==> config.mk <==
export PLATFORM = sky130hd
export DESIGN_NAME = sprite_rom_arbiter
export DESIGN_NICKNAME = d
export VERILOG_FILES = /design/src/rtl/sprite_pkg.sv /design/src/rtl/sprite_rom_arbiter_rr_pick2.sv /design/src/rtl/sprite_rom_arbiter.sv
export SDC_FILE = /design/constraint.sdc
export NUM_CORES = 1
export LEC_CHECK = 0
export BUFFER_PORTS_ARGS = -buffer_cell sky130_fd_sc_hd__clkbuf_2
export CAP_MARGIN = 20
export CORE_UTILIZATION = 51
export CTS_CLUSTER_DIAMETER = 200
export DETAILED_ROUTE_END_ITERATION = 8
export PLACE_DENSITY = 0.81
export SYNTH_ARGS = -nofsm -noshare
export SYNTH_HDL_FRONTEND = slang
export SYNTH_HIERARCHICAL = 1
export SYNTH_SLANG_ARGS = --single-unit
==> constraint.sdc <==
create_clock -name clk -period 3.38 [get_ports clk]
set_input_delay 0.338 -clock clk [delete_from_list [all_inputs] [get_ports clk]]
set_output_delay 0.338 -clock clk [all_outputs]
set_load 0.02 [all_outputs]
==> src/rtl/sprite_pkg.sv <==
// rtl/sprite_pkg.sv - shared defaults and helpers for the sprite ROM arbiter
package sprite_pkg;

    localparam int NUM_REQ     = 4;
    localparam int DATA_WIDTH  = 16;
    localparam int ADDR_WIDTH  = 16;
    localparam int IDX_W       = $clog2(NUM_REQ);
    localparam int ROM_LATENCY = 1;

    function automatic int wrap_inc(input int idx, input int n);
        return (idx + 1 >= n) ? 0 : idx + 1;
    endfunction

endpackage

==> src/rtl/sprite_rom_arbiter_rr_pick2.sv <==
// rtl/sprite_rom_arbiter_rr_pick2.sv - combinational two-grant round-robin picker
module rr_pick2
    import sprite_pkg::*;
#(
    parameter int N  = NUM_REQ,
    parameter int IW = IDX_W
) (
    input  logic [N-1:0]  req_valid,
    input  logic [IW-1:0] ptr,
    output logic          grant_a_valid,
    output logic [IW-1:0] grant_a_idx,
    output logic          grant_b_valid,
    output logic [IW-1:0] grant_b_idx,
    output logic [IW-1:0] next_ptr
);

    always_comb begin
        int j;
        logic [IW-1:0] j_idx;
        grant_a_valid = 1'b0;
        grant_a_idx   = '0;
        grant_b_valid = 1'b0;
        grant_b_idx   = '0;
        next_ptr      = ptr;
        j             = 0;
        j_idx         = '0;
        // Scan from ptr upward with wrap; first hit goes to A, second to B.
        for (int k = 0; k < N; k++) begin
            j = int'(ptr) + k;
            if (j >= N) begin
                j = j - N;
            end
            j_idx = IW'(j);
            if (req_valid[j_idx]) begin
                if (!grant_a_valid) begin
                    grant_a_valid = 1'b1;
                    grant_a_idx   = j_idx;
                end else if (!grant_b_valid) begin
                    grant_b_valid = 1'b1;
                    grant_b_idx   = j_idx;
                end
            end
        end
        if (grant_b_valid) begin
            next_ptr = IW'(wrap_inc(int'(grant_b_idx), N));
        end else if (grant_a_valid) begin
            next_ptr = IW'(wrap_inc(int'(grant_a_idx), N));
        end
    end

endmodule

==> src/rtl/sprite_rom_arbiter.sv <==
// rtl/sprite_rom_arbiter.sv - shares the two sprite ROM read ports among NUM_REQ requesters
module sprite_rom_arbiter #(
    parameter int NUM_REQ    = sprite_pkg::NUM_REQ,
    parameter int DATA_WIDTH = sprite_pkg::DATA_WIDTH,
    parameter int ADDR_WIDTH = sprite_pkg::ADDR_WIDTH
) (
    input  logic                             clk,
    input  logic                             reset,
    input  logic [NUM_REQ-1:0]               req_valid,
    input  logic [NUM_REQ*ADDR_WIDTH-1:0]    req_addr,
    output logic [NUM_REQ-1:0]               req_ready,
    output logic [NUM_REQ-1:0]               rsp_valid,
    output logic [NUM_REQ*DATA_WIDTH-1:0]    rsp_data,
    output logic [ADDR_WIDTH-1:0]            rom_addr_a,
    output logic [ADDR_WIDTH-1:0]            rom_addr_b,
    input  logic [DATA_WIDTH-1:0]            rom_q_a,
    input  logic [DATA_WIDTH-1:0]            rom_q_b
);
    import sprite_pkg::*;

    localparam int IW = $clog2(NUM_REQ);

    logic                         ga_v, gb_v;
    logic [IW-1:0]                ga_i, gb_i;
    logic [IW-1:0]                ptr, ptr_nxt;
    logic [NUM_REQ-1:0]           grant_vec;
    logic [ADDR_WIDTH-1:0]        addr_a, addr_b;

    logic                         s1_va, s1_vb, s2_va, s2_vb;
    logic [IW-1:0]                s1_ta, s1_tb, s2_ta, s2_tb;
    logic [NUM_REQ-1:0]           rsp_dec;
    logic [NUM_REQ*DATA_WIDTH-1:0] rsp_mux, rsp_hold;

    rr_pick2 #(
        .N  (NUM_REQ),
        .IW (IW)
    ) u_pick (
        .req_valid     (req_valid),
        .ptr           (ptr),
        .grant_a_valid (ga_v),
        .grant_a_idx   (ga_i),
        .grant_b_valid (gb_v),
        .grant_b_idx   (gb_i),
        .next_ptr      (ptr_nxt)
    );

    always_comb begin
        grant_vec = '0;
        if (ga_v) begin
            grant_vec[ga_i] = 1'b1;
        end
        if (gb_v) begin
            grant_vec[gb_i] = 1'b1;
        end
    end

    assign req_ready = reset ? '0 : grant_vec;
    assign addr_a    = req_addr[ga_i*ADDR_WIDTH +: ADDR_WIDTH];
    assign addr_b    = req_addr[gb_i*ADDR_WIDTH +: ADDR_WIDTH];

    // S1 launches the ROM address; S2 tracks the tag while the ROM read completes.
    always_ff @(posedge clk) begin
        if (reset) begin
            ptr        <= '0;
            s1_va      <= 1'b0;
            s1_vb      <= 1'b0;
            s1_ta      <= '0;
            s1_tb      <= '0;
            s2_va      <= 1'b0;
            s2_vb      <= 1'b0;
            s2_ta      <= '0;
            s2_tb      <= '0;
            rom_addr_a <= '0;
            rom_addr_b <= '0;
            rsp_hold   <= '0;
        end else begin
            ptr   <= ptr_nxt;
            s1_va <= ga_v;
            s1_vb <= gb_v;
            s1_ta <= ga_i;
            s1_tb <= gb_i;
            if (ga_v) begin
                rom_addr_a <= addr_a;
            end
            if (gb_v) begin
                rom_addr_b <= addr_b;
            end
            s2_va    <= s1_va;
            s2_vb    <= s1_vb;
            s2_ta    <= s1_ta;
            s2_tb    <= s1_tb;
            rsp_hold <= rsp_mux;
        end
    end

    // ROM q arrives the cycle S2 is valid, so the demux is combinational off
    // registered tags; idle slots replay their last word.
    always_comb begin
        rsp_dec = '0;
        rsp_mux = rsp_hold;
        if (s2_va) begin
            rsp_dec[s2_ta] = 1'b1;
        end
        if (s2_vb) begin
            rsp_dec[s2_tb] = 1'b1;
        end
        for (int i = 0; i < NUM_REQ; i++) begin
            if (s2_va && s2_ta == IW'(i)) begin
                rsp_mux[i*DATA_WIDTH +: DATA_WIDTH] = rom_q_a;
            end else if (s2_vb && s2_tb == IW'(i)) begin
                rsp_mux[i*DATA_WIDTH +: DATA_WIDTH] = rom_q_b;
            end
        end
    end

    assign rsp_valid = reset ? '0 : rsp_dec;
    assign rsp_data  = reset ? '0 : rsp_mux;

endmodule
### Word-level counts from Yosys, hierarchy flattened

Cells that the tools add are included.

| operators by class | value |
|---|---|
| muxes and demuxes | 64 |
| shift-type cells | 2 |
| magnitude comparators | 18 |
| equality and inequality tests | 6 |
| bitwise gates (word level) | 2 |
| reduce and logical (&&, ||, !) cells | 15 |
| add/sub/neg operators | 9 |

Operators by type and width:

| operator | number |
|---|---|
| 16-bit 2-to-1 mux | 8 |
| 64-bit by 7-bit indexed part select with 16-bit output | 2 |
| 64-bit 2-to-1 mux | 1 |
| 2-bit 2-to-1 mux | 23 |
| 2-bit by 3-bit < comparator with 1-bit output (second input constant) | 8 |
| 4-bit 2-to-1 mux | 6 |
| 1-bit 2-to-1 mux | 18 |
| 3-bit >= comparator (second input constant) | 5 |
| 1-bit logical AND | 12 |
| 2-bit by 1-bit adder with 3-bit output (second input constant) | 3 |
| 1-bit binary-select mux with 2-bit select | 4 |
| 1-bit demux with 2-bit select | 4 |
| 2-bit == test (second input constant) | 4 |
| 2-bit by 1-bit >= comparator with 1-bit output (second input constant) | 4 |
| 4-bit bitwise OR | 2 |
| 2-bit by 1-bit subtractor with 2-bit output (second input constant) | 4 |
| 2-bit by 2-bit adder with 3-bit output (second input constant) | 2 |
| 2-bit by 1-bit == test with 1-bit output (second input constant) | 2 |
| 2-bit zero test | 2 |
| 2-bit by 3-bit >= comparator with 1-bit output (second input constant) | 1 |
| 2-bit nonzero test | 1 |

| storage, ports and cells | value |
|---|---|
| output and inout port bits | 104 |
| register bits | 110 |
| logic and storage cells | 128 |
| input port bits | 102 |

### Logic depth before layout (Yosys ltp)

| depth | value |
|---|---|
| depth in word-level cells | 20 |
| mapped depth | 15 |

### By module

The synthesis kept the hierarchy.

By module, submodules not included:

| module | area an instance (um^2) | seq. area each (um^2) | times used | cells each |
|---|---|---|---|---|
| sprite_rom_arbiter | 5421.4 | 2202.1 | 1 | 579 |
| rr_pick2 | 665.6 | 0.0 | 1 | 98 |

### Least setup slack after synthesis

Ideal clock, no wire load.

| timing path | value |
|---|---|
| kind | register to register |
| start point | register ptr[1] |
| end point | register rom_addr_a[2] |
| period minus slack after synthesis | 2.838 ns |
| arrival | 2.692 ns |
| library setup time | 0.146 ns |
| setup slack | 0.542 ns |
| stages on the path, launching flop included | 15 |
| required time | 3.234 ns |
| path buffers | 4 |
| cells stage by stage | dfxtp_1 buf_4 buf_6 mux2i_1 o21ai_0 ha_1 a311o_1 o221ai_2 o21ai_1 a21o_1 buf_2 or3b_2 buf_2 nor2_1 a2111oi_0 |

| between the ends | value |
|---|---|
| word-level cells in the longest chain between the ends | 12 |
| elaborated cells between the ends (all ways) | 35 |
| classes of those cells | 7 x add/sub; 4 x order compare; 1 x shift; 23 x mux |

RTL lines:

| element | RTL line | source |
|---|---|---|
| from (decl) | sprite_rom_arbiter.sv:25 | `logic [IW-1:0] ptr, ptr_nxt;` |
| from (signal assigned) | sprite_rom_arbiter.sv:77 | `ptr <= ptr_nxt;` |
| branches (longest 10 deep; another with 2-bit by 1-bit adder with 3-bit output) | - |  |
| 2-bit 2-to-1 mux (*) | sprite_rom_arbiter_rr_pick2.sv:34 | `if (req_valid[j_idx]) begin` |
| net ga_i[0] | sprite_rom_arbiter.sv:24 | `logic [IW-1:0] ga_i, gb_i;` |
| 64-bit by 7-bit indexed part select with 16-bit output (*) | sprite_rom_arbiter.sv:58 | `assign addr_a = req_addr[ga_i*ADDR_WIDTH +: ADDR_WIDTH];` |
| to (signal assigned) | sprite_rom_arbiter.sv:83 | `rom_addr_a <= addr_a;` |
| to (decl) | sprite_rom_arbiter.sv:14 | `output logic [ADDR_WIDTH-1:0] rom_addr_a,` |

Mark *: on every way through the listed nets, which the timed path passes. The select of a mux whose other input is x is not followed.
A chain may end at the register's enable or synchronous reset.

### Worst setup path after layout

| timing path | value |
|---|---|
| start point | register ptr[1] |
| end point | output req_ready[1] |

| between the ends | value |
|---|---|
| elaborated cells between the ends (all ways) | 62 |
| classes of those cells | 7 x add/sub; 8 x order compare; 44 x mux; 1 x bitwise; 2 x reduce/logical |

RTL lines:

| element | RTL line | source |
|---|---|---|
| branches (longest 10 deep; another with 2-bit by 1-bit adder with 3-bit output) | - |  |
| 2-bit 2-to-1 mux (*) | sprite_rom_arbiter_rr_pick2.sv:34 |  |
| net ga_i[0] | sprite_rom_arbiter.sv:24 |  |
| 2-bit by 3-bit < comparator with 1-bit output (not written as such) or 2-bit by 1-bit >= comparator with 1-bit output (tied branches) | sprite_rom_arbiter.sv:50 | `grant_vec[ga_i] = 1'b1;` |
| 1-bit logical AND (not written as such) | sprite_rom_arbiter.sv:50 |  |
| 1-bit 2-to-1 mux (not written as such) | sprite_rom_arbiter.sv:50 |  |
| 1-bit demux with 2-bit select (*) | sprite_rom_arbiter.sv:50 |  |
| 4-bit 2-to-1 mux (*) | sprite_rom_arbiter.sv:49 | `if (ga_v) begin` |
| 4-bit bitwise OR (no source line) | - |  |
| 4-bit 2-to-1 mux (*) | sprite_rom_arbiter.sv:52 | `if (gb_v) begin` |
| 4-bit 2-to-1 mux (*) | sprite_rom_arbiter.sv:57 | `assign req_ready = reset ? '0 : grant_vec;` |
| to (decl) | sprite_rom_arbiter.sv:11 | `output logic [NUM_REQ-1:0] req_ready,` |

Marks and branches as above.

==> results.md <==
- The run finished, with violations left.
- The checks that failed: design-rule violations.
- The initial antenna violation count is 0.
- The number of cells traversed by the worst hold path is 3.
- The number of placed instances, taps included, is 969.
- The post-CTS resize count is 0.
- In the routed design, unresolved DRC markers number 30.
- The most used flip-flop cell after synthesis is sky130_fd_sc_hd__dfxtp_1.
- In this run the power density over the cells is 630 nW/um^2.
- Dividing the detail-routed wire length by the instance count gives 17.7 um.
- The finished layout holds 985 standard cells, fillers aside.
- The smallest setup slack after layout is 198 ps.
- The number of iterations in the first detailed-routing pass is 9.
- The overall die area is 12,400 um^2.
- Yosys mapped a number of flops with a built-in enable equal to 0.
- Summed over all instances, the cell type with the most area after synthesis is sky130_fd_sc_hd__dfxtp_1.
- The global-route wire length before repair is 28,500 um.
- Sorting the synthesized cells by how often they occur yields sky130_fd_sc_hd__nor2_1 (122), sky130_fd_sc_hd__dfxtp_1 (110), sky130_fd_sc_hd__nor3_1 (68), sky130_fd_sc_hd__a221oi_1 (55), sky130_fd_sc_hd__nor2b_1 (33).
- Dividing the detail-routed via count by the number of cells gives 6.02.
- The final HPWL from detailed placement is 12,500 um.
- The peak per-stage delay on the critical path is 360 ps.
- Buffers added to address setup during post-CTS repair amount to 0.
- For the final routed database, the setup TNS stands at 0 ps.
- The clock tree buffer depth is 2.
- The horizontal die dimension is 111 um.
- In this run the worst path has a maximum fanout of 20.
- The total count of hold-check failures in the final report is 0.
- Setup repair after global routing left no endpoint under its margin.
- For the finished layout, the period the worst path requires is 3180 ps.
- Of the cells placed in the final design, the portion with a size suffix greater than 1 is 34.1%.
- The number of buffer cells added on primary ports is 205.
- The area growth from synthesis to layout is 20.9%.
- The count of max-cap constraint violations is 0.
- The number of buffers and inverters on the critical path is 3.
- The effective utilization at floorplan is 52.9%.
- The number of global-route vias before repair is 5,591.
- Pin placement for this block handled 206 I/O pins.
- The final-report max-slew violation count was 0.
- The count of routing violations after the opening detailed-route iteration is 650.
- Summed over all layers, the routed wires come to 17,400 um.
- Entering global routing, the biggest net connects 48 pins.
- The net count of the finished layout is 941.
- At the later pin of the worst-skew pair, clock insertion delay measures 360 ps.
- Across every metal layer, demand over resource in global routing totals 28.6%.
- The core area is 11,500 um^2.
- The element type at the critical path start is a flip-flop.
- The achievable clock frequency is 314 MHz.
- The post-detailed-placement cell area is 7050 um^2.
- In this run the cell area of the synthesized design comes to 6090 um^2.
- The critical path crosses 12 cells after its start point.
- Power comes to 4.63 mW.
- The count of vias placed by the detailed router is 5,927.
- The cell count of the worst reg-to-reg path is 11.
- The die is 111 um tall.
- Yosys instantiated no cell more often than sky130_fd_sc_hd__nor2_1.
- The static leakage power is 3.23 nW.
- The classification of the worst setup path is reg -> out.
- The congestion estimate from routability-driven global placement came to 0.915.
- The number of nets handed over by synthesis was 781.
- The max-slew headroom at the worst pin is 45.0%.
- The required time at the endpoint of the critical path is 3040 ps.
- The total of warnings raised by yosys is 6.
- The fraction of synthesis flops using an asynchronous set or reset pin is 0%.
- In this run the number of H-tree levels came out at 3.
- Among all stages on the critical path, the largest delay is contributed by sky130_fd_sc_hd__dfxtp_1.
- The count of standard-cell rows is 39.
- Setup violations remaining at the end of the flow were counted as 0.
- CTS saw 110 sinks.
- In this run, post-CTS hold repair placed 0 buffers.
- Clock tree synthesis selected as its root buffer the cell sky130_fd_sc_hd__clkbuf_16.
- TritonCTS built the clock tree.
- Prior to clock tree synthesis, the placed netlist has a worst setup slack of 435 ps.
- Clock skew on the completed layout was measured at 9.70 ps.
- After clock tree synthesis, the clock-pin slew on the worst setup and hold paths is 70 ps.
- The proportion of netlist area held by the largest area contributor is 36.2%.
- The path class of the tightest hold or removal check is in -> reg.
- In this run the remaining antenna-violating nets after routing total 0.
- Grouping stages by cell kind, the critical path spends the most delay in compound AO/OA/AOI/OAI gates.
- The number of inserted diodes is 0.
- The worst path uses 94.1% of the clock period.
- Counting flops and latches in the post-synthesis netlist gives 110.
- The worst-margin pin slew is 826 ps.
- Sequential elements use 36.2% of the synthesized area.
- The total congestion overflow after global routing is 0.
- By area the synthesized netlist is led by sky130_fd_sc_hd__dfxtp_1 (36%), sky130_fd_sc_hd__a221oi_1 (7.9%), sky130_fd_sc_hd__nor2_1 (7.5%).
- The fill cell instance count of the final layout is 940.
- Synthesis instantiated 55 different standard cells from the library.
- Synthesis produced a netlist whose cell count is 677.
- The critical path goes through buf_4, mux2i_1, o21ai_0, ha_1, a311o_1, o221ai_2, o22ai_1, a21o_1, buf_4, nand2_1, o22ai_1, clkbuf_2.
- The average footprint of a synthesized cell is 8.99 um^2.
- The worst setup path is captured at an output pin.
- The maximum resistive drop on vdd is 0.000422 V.
- The number of buffers created by CTS is 9.
- The total non-filler cell area in the finished layout is 7360 um^2.
- The data arrival at the endpoint of the critical path is 2840 ps.
flip-flops by register name (all words and copies together) (netlist names):
signal	flops
s1_ta	2
rom_addr_b	16
s2_vb	1
s1_tb	2
s1_vb	1
s2_va	1
rsp_hold	64
rom_addr_a	16
s1_va	1
s2_ta	2
ptr	2
s2_tb	2
tightest hold or removal path, delay by kind of cell:
kind / cells / cell delay (ps)
simple gates: 1 / 90
buf+inv: 1 / 90
compound gates: 1 / 60
power breakdown:
part	total [mW]	internal, mW	switching (mW)
clock network	1.11	0.619	0.487
logic	1.92	0.815	1.10
registers	1.61	1.49	0.118
total	4.63	2.93	1.71
final cells by class:
cell class	instances	area, um^2	area share (%)
Multi-Input combinational cell	488	3480	47.3
Sequential cell	110	2200	29.9
Timing Repair Buffer	222	1170	15.9
Clock buffer	12	256	3.49
Tap cell	143	179	2.43
Clock inverter	4	52.6	0.714
Inverter	6	22.5	0.306
kinds of logic (layout without fill, tap and decap cells):
| kind of cell | Yosys count | after routing | share of synthesized area (%) |
|---|---|---|---|
| flip-flops | 110 | 110 | 36.2 |
| multiplexers | 53 | 53 | 12.4 |
| buffers and inverters | 79 | 244 | 7.17 |
| AO/OA/AOI/OAI | 139 | 139 | 19.5 |
| adder cells (fa/ha/maj) | 3 | 3 | 0.596 |
| XOR/XNOR | 1 | 1 | 0.144 |
| AND/OR/NAND/NOR | 292 | 292 | 24.0 |
path summary, 6_finish.rpt:
path	endpoint	startpoint	slack, ps
hold / removal	rom_addr_a[7]$_SDFFE_PP0P_	req_addr[7]	260
hold reg to reg	s2_ta[0]$_SDFF_PP0_	s1_ta[0]$_SDFF_PP0_	430
setup reg to reg	rom_addr_a[9]$_SDFFE_PP0P_	ptr[1]$_SDFF_PP0_	470
setup / recovery	req_ready[1]	ptr[1]$_SDFF_PP0_	200
per-stage QoR:
| step | hold WS (ps) | utilization, % |
|---|---|---|
| 2_1_floorplan | 414 | - |
| 3_3_place_gp | 418 | 61.2 |
| 3_5_place_dp | 423 | 61.2 |
| 4_1_cts | 256 | 63.9 |
| 5_1_grt | 263 | 63.9 |
| 6_report | 263 | 63.9 |
placed cells by master (no fill, tap or decap), types with 3 or more instances in the layout:
cell,count
sky130_fd_sc_hd__a211oi_1,3
sky130_fd_sc_hd__dfxtp_1,110
sky130_fd_sc_hd__and3_1,3
sky130_fd_sc_hd__mux4_2,17
sky130_fd_sc_hd__a221oi_2,11
sky130_fd_sc_hd__nor3_1,68
sky130_fd_sc_hd__or3b_1,3
sky130_fd_sc_hd__buf_4,17
sky130_fd_sc_hd__o21ai_0,4
sky130_fd_sc_hd__a221oi_1,55
sky130_fd_sc_hd__inv_1,4
sky130_fd_sc_hd__nand2b_1,4
sky130_fd_sc_hd__nor2b_1,32
sky130_fd_sc_hd__clkbuf_2,204
sky130_fd_sc_hd__nand2_1,9
sky130_fd_sc_hd__nor2_1,122
sky130_fd_sc_hd__a21o_1,13
sky130_fd_sc_hd__o21ai_1,3
sky130_fd_sc_hd__a21oi_1,12
sky130_fd_sc_hd__clkbuf_16,9
sky130_fd_sc_hd__a2111oi_0,14
sky130_fd_sc_hd__nor3b_1,13
sky130_fd_sc_hd__and2_1,17
sky130_fd_sc_hd__nand3b_1,6
sky130_fd_sc_hd__mux2_2,4
sky130_fd_sc_hd__nand3_1,3
sky130_fd_sc_hd__o22ai_1,9
sky130_fd_sc_hd__mux2i_1,31
routing by layer:
layer / vias up / wire length, um / track usage [%]
met1: 2765 / 7320 / 36.5
met3: 25 / 1660 / 8.58
met5: - / 0 / 0
met2: 315 / 8170 / 46.8
li1: 2822 / - / -
met4: 0 / 247 / 7.39
Note: power is estimated with default switching activity, not from simulation.
